`config.mk`:
```
export PLATFORM = sky130hd
export DESIGN_NAME = fpu_burst_writer_flat
export DESIGN_NICKNAME = d
export VERILOG_FILES = /design/src/rtl/fpu_burst_writer_if.sv /design/src/rtl/fpu_burst_writer.sv /design/src/flat_wrapper.sv
export SDC_FILE = /design/constraint.sdc
export NUM_CORES = 2
export LEC_CHECK = 0
export CAP_MARGIN = 20
export CORE_AREA = 3 3 258 260
export CTS_BUF_LIST = sky130_fd_sc_hd__clkbuf_2 sky130_fd_sc_hd__clkbuf_4 sky130_fd_sc_hd__clkbuf_8
export CTS_CLUSTER_SIZE = 25
export DETAILED_ROUTE_END_ITERATION = 10
export DIE_AREA = 0 0 261 263
export PLACE_DENSITY = 0.82
export RECOVER_POWER = 100
export SLEW_MARGIN = 20
export SYNTH_ARGS = -nofsm -noshare
export SYNTH_HDL_FRONTEND = slang
export SYNTH_SLANG_ARGS = --single-unit
export TNS_END_PERCENT = 20
```
`constraint.sdc`:
```
create_clock -name clk -period 5.15 [get_ports clk]
set_input_delay 1.03 -clock clk [delete_from_list [all_inputs] [get_ports clk]]
set_output_delay 1.03 -clock clk [all_outputs]
set_load 0.05 [all_outputs]
```
`src/rtl/fpu_burst_writer_if.sv`:
```
// DRAM-side bus of the FPU burst writer: burst request, line data and
// the beat / burst-complete handshake coming back from the DRAM controller.
interface fpu_burst_writer_if #(
  parameter int ADDR_WIDTH = 32,
  parameter int LINE_BYTES = 64,
  parameter int MAX_BURST  = 8
);
  logic                       dram_request;
  logic [ADDR_WIDTH-1:0]      dram_address;
  logic [$clog2(MAX_BURST):0] dram_request_size;
  logic [8*LINE_BYTES-1:0]    write_data;
  logic                       fpu_ready;
  logic                       dram_ready;
  logic                       request_done;

  // Writer side: issues requests and presents lines.
  modport master (
    output dram_request,
    output dram_address,
    output dram_request_size,
    output write_data,
    output fpu_ready,
    input  dram_ready,
    input  request_done
  );

  // DRAM side: accepts beats and reports burst completion.
  modport slave (
    input  dram_request,
    input  dram_address,
    input  dram_request_size,
    input  write_data,
    input  fpu_ready,
    output dram_ready,
    output request_done
  );
endinterface

```
`src/rtl/fpu_burst_writer.sv`:
```
// DRAM write-back engine: drains a width x height byte region of the
// column-organised request buffer, packs each row into LINE_BYTES lines
// and issues them as bursts of up to MAX_BURST lines with a row stride.
module fpu_burst_writer #(
  parameter int BUFFER_DEPTH = 512,
  parameter int ROWS         = 8,
  parameter int LINE_BYTES   = 64,
  parameter int MAX_BURST    = 8,
  parameter int ADDR_WIDTH   = 32
) (
  input  logic                                         clk,
  input  logic                                         rst_n,
  input  logic                                         start,
  input  logic [ADDR_WIDTH-1:0]                        base_address,
  input  logic [ADDR_WIDTH-1:0]                        stride,
  input  logic [15:0]                                  width,
  input  logic [15:0]                                  height,
  output logic                                         busy,
  output logic                                         done,
  output logic                                         cmd_error,
  output logic [$clog2(BUFFER_DEPTH)+$clog2(ROWS)-1:0] buf_rd_addr,
  input  logic [7:0]                                   buf_rd_data,
  fpu_burst_writer_if.master                           dram
);

  localparam int COL_W   = $clog2(BUFFER_DEPTH);
  localparam int ROW_W   = $clog2(ROWS);
  localparam int LB_LOG  = $clog2(LINE_BYTES);
  localparam int SIZE_W  = $clog2(MAX_BURST) + 1;
  localparam int LINE_W  = 8 * LINE_BYTES;
  localparam int FILL_W  = LB_LOG + 1;
  localparam int COLC_W  = 17 + LB_LOG;

  localparam logic [15:0]       DEPTH16   = 16'(BUFFER_DEPTH);
  localparam logic [15:0]       ROWS16    = 16'(ROWS);
  localparam logic [16:0]       MAXB17    = 17'(MAX_BURST);
  localparam logic [FILL_W-1:0] FILL_LAST = FILL_W'(LINE_BYTES);

  localparam logic [2:0] S_IDLE      = 3'd0;
  localparam logic [2:0] S_CHECK     = 3'd1;
  localparam logic [2:0] S_REQ       = 3'd2;
  localparam logic [2:0] S_FILL      = 3'd3;
  localparam logic [2:0] S_SEND      = 3'd4;
  localparam logic [2:0] S_WAIT_DONE = 3'd5;
  localparam logic [2:0] S_FIN       = 3'd6;

  logic [2:0]            state_reg;
  logic [ADDR_WIDTH-1:0] row_base_reg;      // DRAM address of byte 0 of the current row
  logic [ADDR_WIDTH-1:0] stride_reg;
  logic [15:0]           width_reg;
  logic [15:0]           height_reg;
  logic [15:0]           row_reg;
  logic [16:0]           line_reg;          // line index within the current row
  logic [16:0]           lines_per_row_reg;
  logic [SIZE_W-1:0]     beat_reg;          // line index within the current burst
  logic [FILL_W-1:0]     fill_reg;          // read slot within the line being filled
  logic                  rd_valid_reg;      // byte returning this cycle lies inside the row
  logic                  done_hold_reg;     // request_done seen before WAIT_DONE
  logic [LINE_W-1:0]     line_data_reg;
  logic [ADDR_WIDTH-1:0] addr_reg;
  logic [SIZE_W-1:0]     size_reg;

  logic                  cmd_illegal;
  logic                  cmd_empty;
  logic [16:0]           width_round;
  logic [16:0]           lines_calc;
  logic [COLC_W-1:0]     col_calc;

  // Lines in the next burst: the remainder of the row, capped at MAX_BURST.
  function automatic logic [SIZE_W-1:0] burst_len(input logic [16:0] remaining);
    if (remaining > MAXB17) begin
      return SIZE_W'(MAX_BURST);
    end
    return remaining[SIZE_W-1:0];
  endfunction

  // Byte offset of a line within its row.
  function automatic logic [ADDR_WIDTH-1:0] line_offset(input logic [16:0] line);
    return ADDR_WIDTH'(line) << LB_LOG;
  endfunction

  assign cmd_illegal = (width_reg > DEPTH16) || (height_reg > ROWS16);
  assign cmd_empty   = (width_reg == 16'd0) || (height_reg == 16'd0);
  assign width_round = {1'b0, width_reg} + 17'(LINE_BYTES - 1);
  assign lines_calc  = width_round >> LB_LOG;
  assign col_calc    = (COLC_W'(line_reg) << LB_LOG) + COLC_W'(fill_reg);

  assign busy      = (state_reg != S_IDLE) && (state_reg != S_FIN);
  assign done      = (state_reg == S_FIN);
  assign cmd_error = (state_reg == S_CHECK) && cmd_illegal;

  // Buffer address is only driven while reading so it rests at zero.
  assign buf_rd_addr = (state_reg == S_FILL) ?
                       {col_calc[COL_W-1:0], row_reg[ROW_W-1:0]} : '0;

  assign dram.dram_request      = (state_reg == S_REQ);
  assign dram.dram_address      = addr_reg;
  assign dram.dram_request_size = size_reg;
  assign dram.write_data        = line_data_reg;
  assign dram.fpu_ready         = (state_reg == S_SEND);

  // Command sequencer: validate, then per row walk bursts, per burst fill and send lines.
  always_ff @(posedge clk) begin
    if (!rst_n) begin
      state_reg         <= S_IDLE;
      row_base_reg      <= '0;
      stride_reg        <= '0;
      width_reg         <= '0;
      height_reg        <= '0;
      row_reg           <= '0;
      line_reg          <= '0;
      lines_per_row_reg <= '0;
      beat_reg          <= '0;
      fill_reg          <= '0;
      rd_valid_reg      <= 1'b0;
      done_hold_reg     <= 1'b0;
      line_data_reg     <= '0;
      addr_reg          <= '0;
      size_reg          <= '0;
    end else begin
      case (state_reg)
        S_IDLE: begin
          if (start) begin
            row_base_reg <= base_address;
            stride_reg   <= stride;
            width_reg    <= width;
            height_reg   <= height;
            state_reg    <= S_CHECK;
          end
        end

        S_CHECK: begin
          if (cmd_illegal) begin
            state_reg <= S_IDLE;
          end else if (cmd_empty) begin
            state_reg <= S_FIN;
          end else begin
            row_reg           <= '0;
            line_reg          <= '0;
            lines_per_row_reg <= lines_calc;
            addr_reg          <= row_base_reg;
            size_reg          <= burst_len(lines_calc);
            state_reg         <= S_REQ;
          end
        end

        S_REQ: begin
          fill_reg      <= '0;
          beat_reg      <= '0;
          done_hold_reg <= 1'b0;
          state_reg     <= S_FILL;
        end

        // Slot 0..LINE_BYTES-1 issues reads; each following slot shifts in the
        // byte returned for the previous read, so one extra slot drains the pipe.
        S_FILL: begin
          done_hold_reg <= done_hold_reg | dram.request_done;
          rd_valid_reg  <= (col_calc < COLC_W'(width_reg));
          if (fill_reg != '0) begin
            line_data_reg <= {line_data_reg[LINE_W-9:0],
                              (rd_valid_reg ? buf_rd_data : 8'h00)};
          end
          if (fill_reg == FILL_LAST) begin
            state_reg <= S_SEND;
          end else begin
            fill_reg <= fill_reg + FILL_W'(1);
          end
        end

        S_SEND: begin
          done_hold_reg <= done_hold_reg | dram.request_done;
          if (dram.dram_ready) begin
            line_reg <= line_reg + 17'd1;
            if (beat_reg == size_reg - SIZE_W'(1)) begin
              state_reg <= S_WAIT_DONE;
            end else begin
              beat_reg  <= beat_reg + SIZE_W'(1);
              fill_reg  <= '0;
              state_reg <= S_FILL;
            end
          end
        end

        S_WAIT_DONE: begin
          if (dram.request_done || done_hold_reg) begin
            done_hold_reg <= 1'b0;
            if (line_reg < lines_per_row_reg) begin
              addr_reg  <= row_base_reg + line_offset(line_reg);
              size_reg  <= burst_len(lines_per_row_reg - line_reg);
              state_reg <= S_REQ;
            end else if ((row_reg + 16'd1) < height_reg) begin
              row_reg      <= row_reg + 16'd1;
              row_base_reg <= row_base_reg + stride_reg;
              line_reg     <= '0;
              addr_reg     <= row_base_reg + stride_reg;
              size_reg     <= burst_len(lines_per_row_reg);
              state_reg    <= S_REQ;
            end else begin
              state_reg <= S_FIN;
            end
          end
        end

        S_FIN: begin
          state_reg <= S_IDLE;
        end

        default: begin
          state_reg <= S_IDLE;
        end
      endcase
    end
  end

endmodule

```
`src/flat_wrapper.sv`:
```
// flat-port wrapper written by rule: the top's interface ports become plain ports
module fpu_burst_writer_flat 
#(
  parameter int BUFFER_DEPTH = 512,
  parameter int ROWS         = 8,
  parameter int LINE_BYTES   = 64,
  parameter int MAX_BURST    = 8,
  parameter int ADDR_WIDTH   = 32
)
  (clk, rst_n, start, base_address, stride, width, height, busy, done, cmd_error, buf_rd_addr, buf_rd_data, dram_dram_request, dram_dram_address, dram_dram_request_size, dram_write_data, dram_fpu_ready, dram_dram_ready, dram_request_done);
  fpu_burst_writer_if #(.ADDR_WIDTH(ADDR_WIDTH), .LINE_BYTES(LINE_BYTES), .MAX_BURST(MAX_BURST)) dram_i ();
  input  logic clk;
  input  logic rst_n;
  input  logic start;
  input  logic [ADDR_WIDTH-1:0] base_address;
  input  logic [ADDR_WIDTH-1:0] stride;
  input  logic [15:0] width;
  input  logic [15:0] height;
  output logic busy;
  output logic done;
  output logic cmd_error;
  output logic [$clog2(BUFFER_DEPTH)+$clog2(ROWS)-1:0] buf_rd_addr;
  input  logic [7:0] buf_rd_data;
  output wire logic [$bits(dram_i.dram_request)-1:0] dram_dram_request;
  output wire logic [$bits(dram_i.dram_address)-1:0] dram_dram_address;
  output wire logic [$bits(dram_i.dram_request_size)-1:0] dram_dram_request_size;
  output wire logic [$bits(dram_i.write_data)-1:0] dram_write_data;
  output wire logic [$bits(dram_i.fpu_ready)-1:0] dram_fpu_ready;
  input wire logic [$bits(dram_i.dram_ready)-1:0] dram_dram_ready;
  input wire logic [$bits(dram_i.request_done)-1:0] dram_request_done;
  assign dram_dram_request = dram_i.dram_request;
  assign dram_dram_address = dram_i.dram_address;
  assign dram_dram_request_size = dram_i.dram_request_size;
  assign dram_write_data = dram_i.write_data;
  assign dram_fpu_ready = dram_i.fpu_ready;
  assign dram_i.dram_ready = dram_dram_ready;
  assign dram_i.request_done = dram_request_done;
  fpu_burst_writer #(.BUFFER_DEPTH(BUFFER_DEPTH), .ROWS(ROWS), .LINE_BYTES(LINE_BYTES), .MAX_BURST(MAX_BURST), .ADDR_WIDTH(ADDR_WIDTH)) u_core (.clk(clk), .rst_n(rst_n), .start(start), .base_address(base_address), .stride(stride), .width(width), .height(height), .busy(busy), .done(done), .cmd_error(cmd_error), .buf_rd_addr(buf_rd_addr), .buf_rd_data(buf_rd_data), .dram(dram_i));
endmodule
```
==> flow_summary.yaml <==
routing:
  drt-pass1-iter-count: 7
  num_vias: 30100
  drc: 0
  ant_nets: 0
  viasPerCell: 5.50
  wirelength_um: 104000
  routedWlPerCell_um: 19.1
  drtIter0Drc: 2956
power_and_ir_drop:
  ir_worst_vdd_mv: 0.259
  power_w: 0.0118
  p_per_area_nw_per_um2: 296
  p_leak_nw: 16.0
clock_network:
  cts_setup_buffers: 0
  ctsResizeCount: 0
  clk_path_buf_depth: 3
  root_buffer: "clkbuf_8"
  cts_buffers: 114
  clk_latency_ps: 740
  cts_tree: "yes"
  ctsHoldBuffers: 0
  htreeDepth: 3
  clk_pin_slew_ps: 60
  cts_sinks: 704
floorplanning:
  die_w_um: 261
  num_rows: 93
  die_y_um: 263
  fp.coreArea_um2: 64300
  ioPinCount: 674
  dieArea_um2: 68600
  start_util: 0.472
logic_synthesis:
  ys_async_sr_fraction: 0
  syn_area_per_cell_um2: 7.66
  synth-seq-cells: 704
  yosysWarnings: 0
  syn-num-nets: 4173
  synth_common_cells: "1301 x nand2_1, 707 x a21oi_1, 704 x dfxtp_1"
  synth_cell_type_count: 80
  synthCells: 3964
  synth_area_um2: 30400
  synth_area_leaders: "dfxtp_1 46%, nand2_1 16%, a21oi_1 12%"
  synth_flop_cell: "dfxtp_1"
  yosysTopAreaCell: "dfxtp_1"
  yosysSeqAreaShare: 0.464
  synth_most_common_cell: "nand2_1"
  synth_top_area_share: 0.464
  synth_edf_count: 0
timing:
  max_freq_mhz: 211
  clock-skew-final_ps: 52.2
  final.period_utilization: 0.921
  maxSlewViolCount: 63
  setup_tns_ps: 0
  final_hold_viol_count: 0
  layout_min_cycle_time_ps: 4750
  worst_slew_pin_slew_ps: 2890
  finalSetupViolCount: 0
  rsz0062_at_grt: "false"
  slew_headroom: -0.924
critical_path:
  critPathMaxFanout: 5
  cp-start-kind: "register"
  critPathTopFamily: "simple AND/OR/NAND/NOR gates"
  reg2reg_from: "u_core.row_reg[0]"
  rrSetupSlack_ps: 560
  max_stage_delay_ps: 810
  worstReg2RegEnd: "u_core.row_base_reg[0]"
  endpoint: "cmd_error"
  path_class: "register to output port"
  critical_path.endpoint_type: "output port"
  required_ps: 4120
  crit_chain: "nor4_1 -> nand3_1 -> or4_1 -> a21o_1 -> nor3_1 -> nor3_1 -> dlygate4sd3_1"
  critical_path_arrival_ps: 3720
  cp_num_buf_inv: 1
  startpoint: "u_core.width_reg[0]"
  cp.depth: 7
  critPathSlowestCell: "dlygate4sd3_1"
  reg2regPathDepth: 17
  cpMostUsedCell: "nor3_1"
placed_design:
  routabilityCongestion: 0.942
  dpl_cell_area_um2: 37600
  dpl.hpwl_um: 74200
  io_buffers: 673
status:
  status: "finished with violations"
  violations: "max-capacitance violations, max-slew violations"
global_route:
  grt_max_degree: 233
  grt-ovfl-total: 0
  grt_usage: 0.289
  grt_pass1_wl_um: 158000
  grt_antenna_before_repair: 4
  grt_pass1_vias: 27400
final_layout:
  area_delta_synth_final_pct: 31.6
  fin_area_um2: 40000
  post-route-util: 0.621
  final_nets: 4731
  largest_reg_flops: 512
  drive_above_1_share: 0.0573
hold_path:
  hp-class: "register to register"
flow_run:
  cap_violations: 2
-- kinds of logic after synthesis --
logic type,Yosys count,share of synthesized area
buffers and inverters,339,0.0434
xor gates and xnor gates,95,0.0277
DFF,704,0.464
muxes,14,0.00470
and+or+nand+nor,1695,0.229
AOI/OAI and AO/OA,1017,0.189
adders and majority gates,100,0.0420
-- layout by cell type (no fill, tap or decap), types with 13 or more instances in the layout --
master and count:
nand2_1 1299, a21oi_1 707, dfxtp_1 704, dlygate4sd3_1 565, clkbuf_8 142, nor2_1 135, clkdlybuf4s50_1 107, ha_1 97
o21ai_0 84, inv_1 73, nand3_1 72, xnor2_1 54, clkbuf_4 42, xor2_1 40, a31oi_1 32, and3_1 27
nor3_1 25, o211ai_1 25, nand4_1 24, a21o_1 23, and2_1 20, a211oi_1 20, nand2b_1 19, buf_4 18
nor4_1 16, o22ai_1 16, o21a_1 15, or3_1 13, o31ai_1 13
-- worst min path at each step --
stage | start | end | slack (ps) | cells after the start
2_1_floorplan | u_core.height_reg[3] | u_core.height_reg[3] | 440 | 2
3_3_place_gp | u_core.dram.write_data[504] | u_core.dram.write_data[504] | 440 | 2
3_5_place_dp | u_core.dram.write_data[507] | u_core.dram.write_data[507] | 450 | 2
4_1_cts | u_core.dram.write_data[391] | u_core.dram.write_data[399] | 450 | 2
5_1_grt | u_core.dram.write_data[402] | u_core.dram.write_data[410] | 460 | 2
6_report | u_core.dram.write_data[81] | u_core.dram.write_data[89] | 440 | 2
-- report_power, final --
part / switching (W) / internal, W
clock: 0.00229 / 0.00285
sequential: 0.000101 / 0.00553
combinational: 0.000683 / 0.000396
-- per-layer routing --
metal  vias to the layer above  wire length [um]  global-route usage  share of wire
met5                         -                13                   0        0.00012
met3                       259              9990              0.0858          0.096
met2                      1344             47500               0.456           0.46
li1                      14500                 -                   -              -
met1                     14000             41600               0.365           0.40
met4                         2              5080               0.123          0.049
-- worst reg2reg max path: stages, from the launching register on --
cell and delay [ps]:
dfxtp_1 440, ha_1 270, nand2_1 70, nor3_1 380, and3_1 310, nand3_1 170
nor2_1 170, xor2_1 220, ha_1 280, and4_1 220, o211ai_1 70, o21bai_1 150
a21oi_1 110, or3_1 470, nand2_2 490, clkbuf_2 380, nor2_1 70, a311oi_1 250
-- final cells by class --
cell class                 count  area, um2
fill                        5507      24400
multi-input combinational   2921      14900
sequential                   704      14100
timing repair buffer         707       7120
clock buffer                 184       2270
tap                          855       1070
inverter                      74        285
clock inverter                15        168
antenna                        3       7.51
-- per-stage QoR --
stage                     instances  hold slack, ps  setup slack [ps]
after floorplan                3964             436              1610
after global placement         5261             442               800
after detailed placement       5261             446               706
after CTS                      5460             446               576
after global routing           5462             460               121
final                          5463             439               404
No activity file was read; power rests on OpenSTA's default activity.
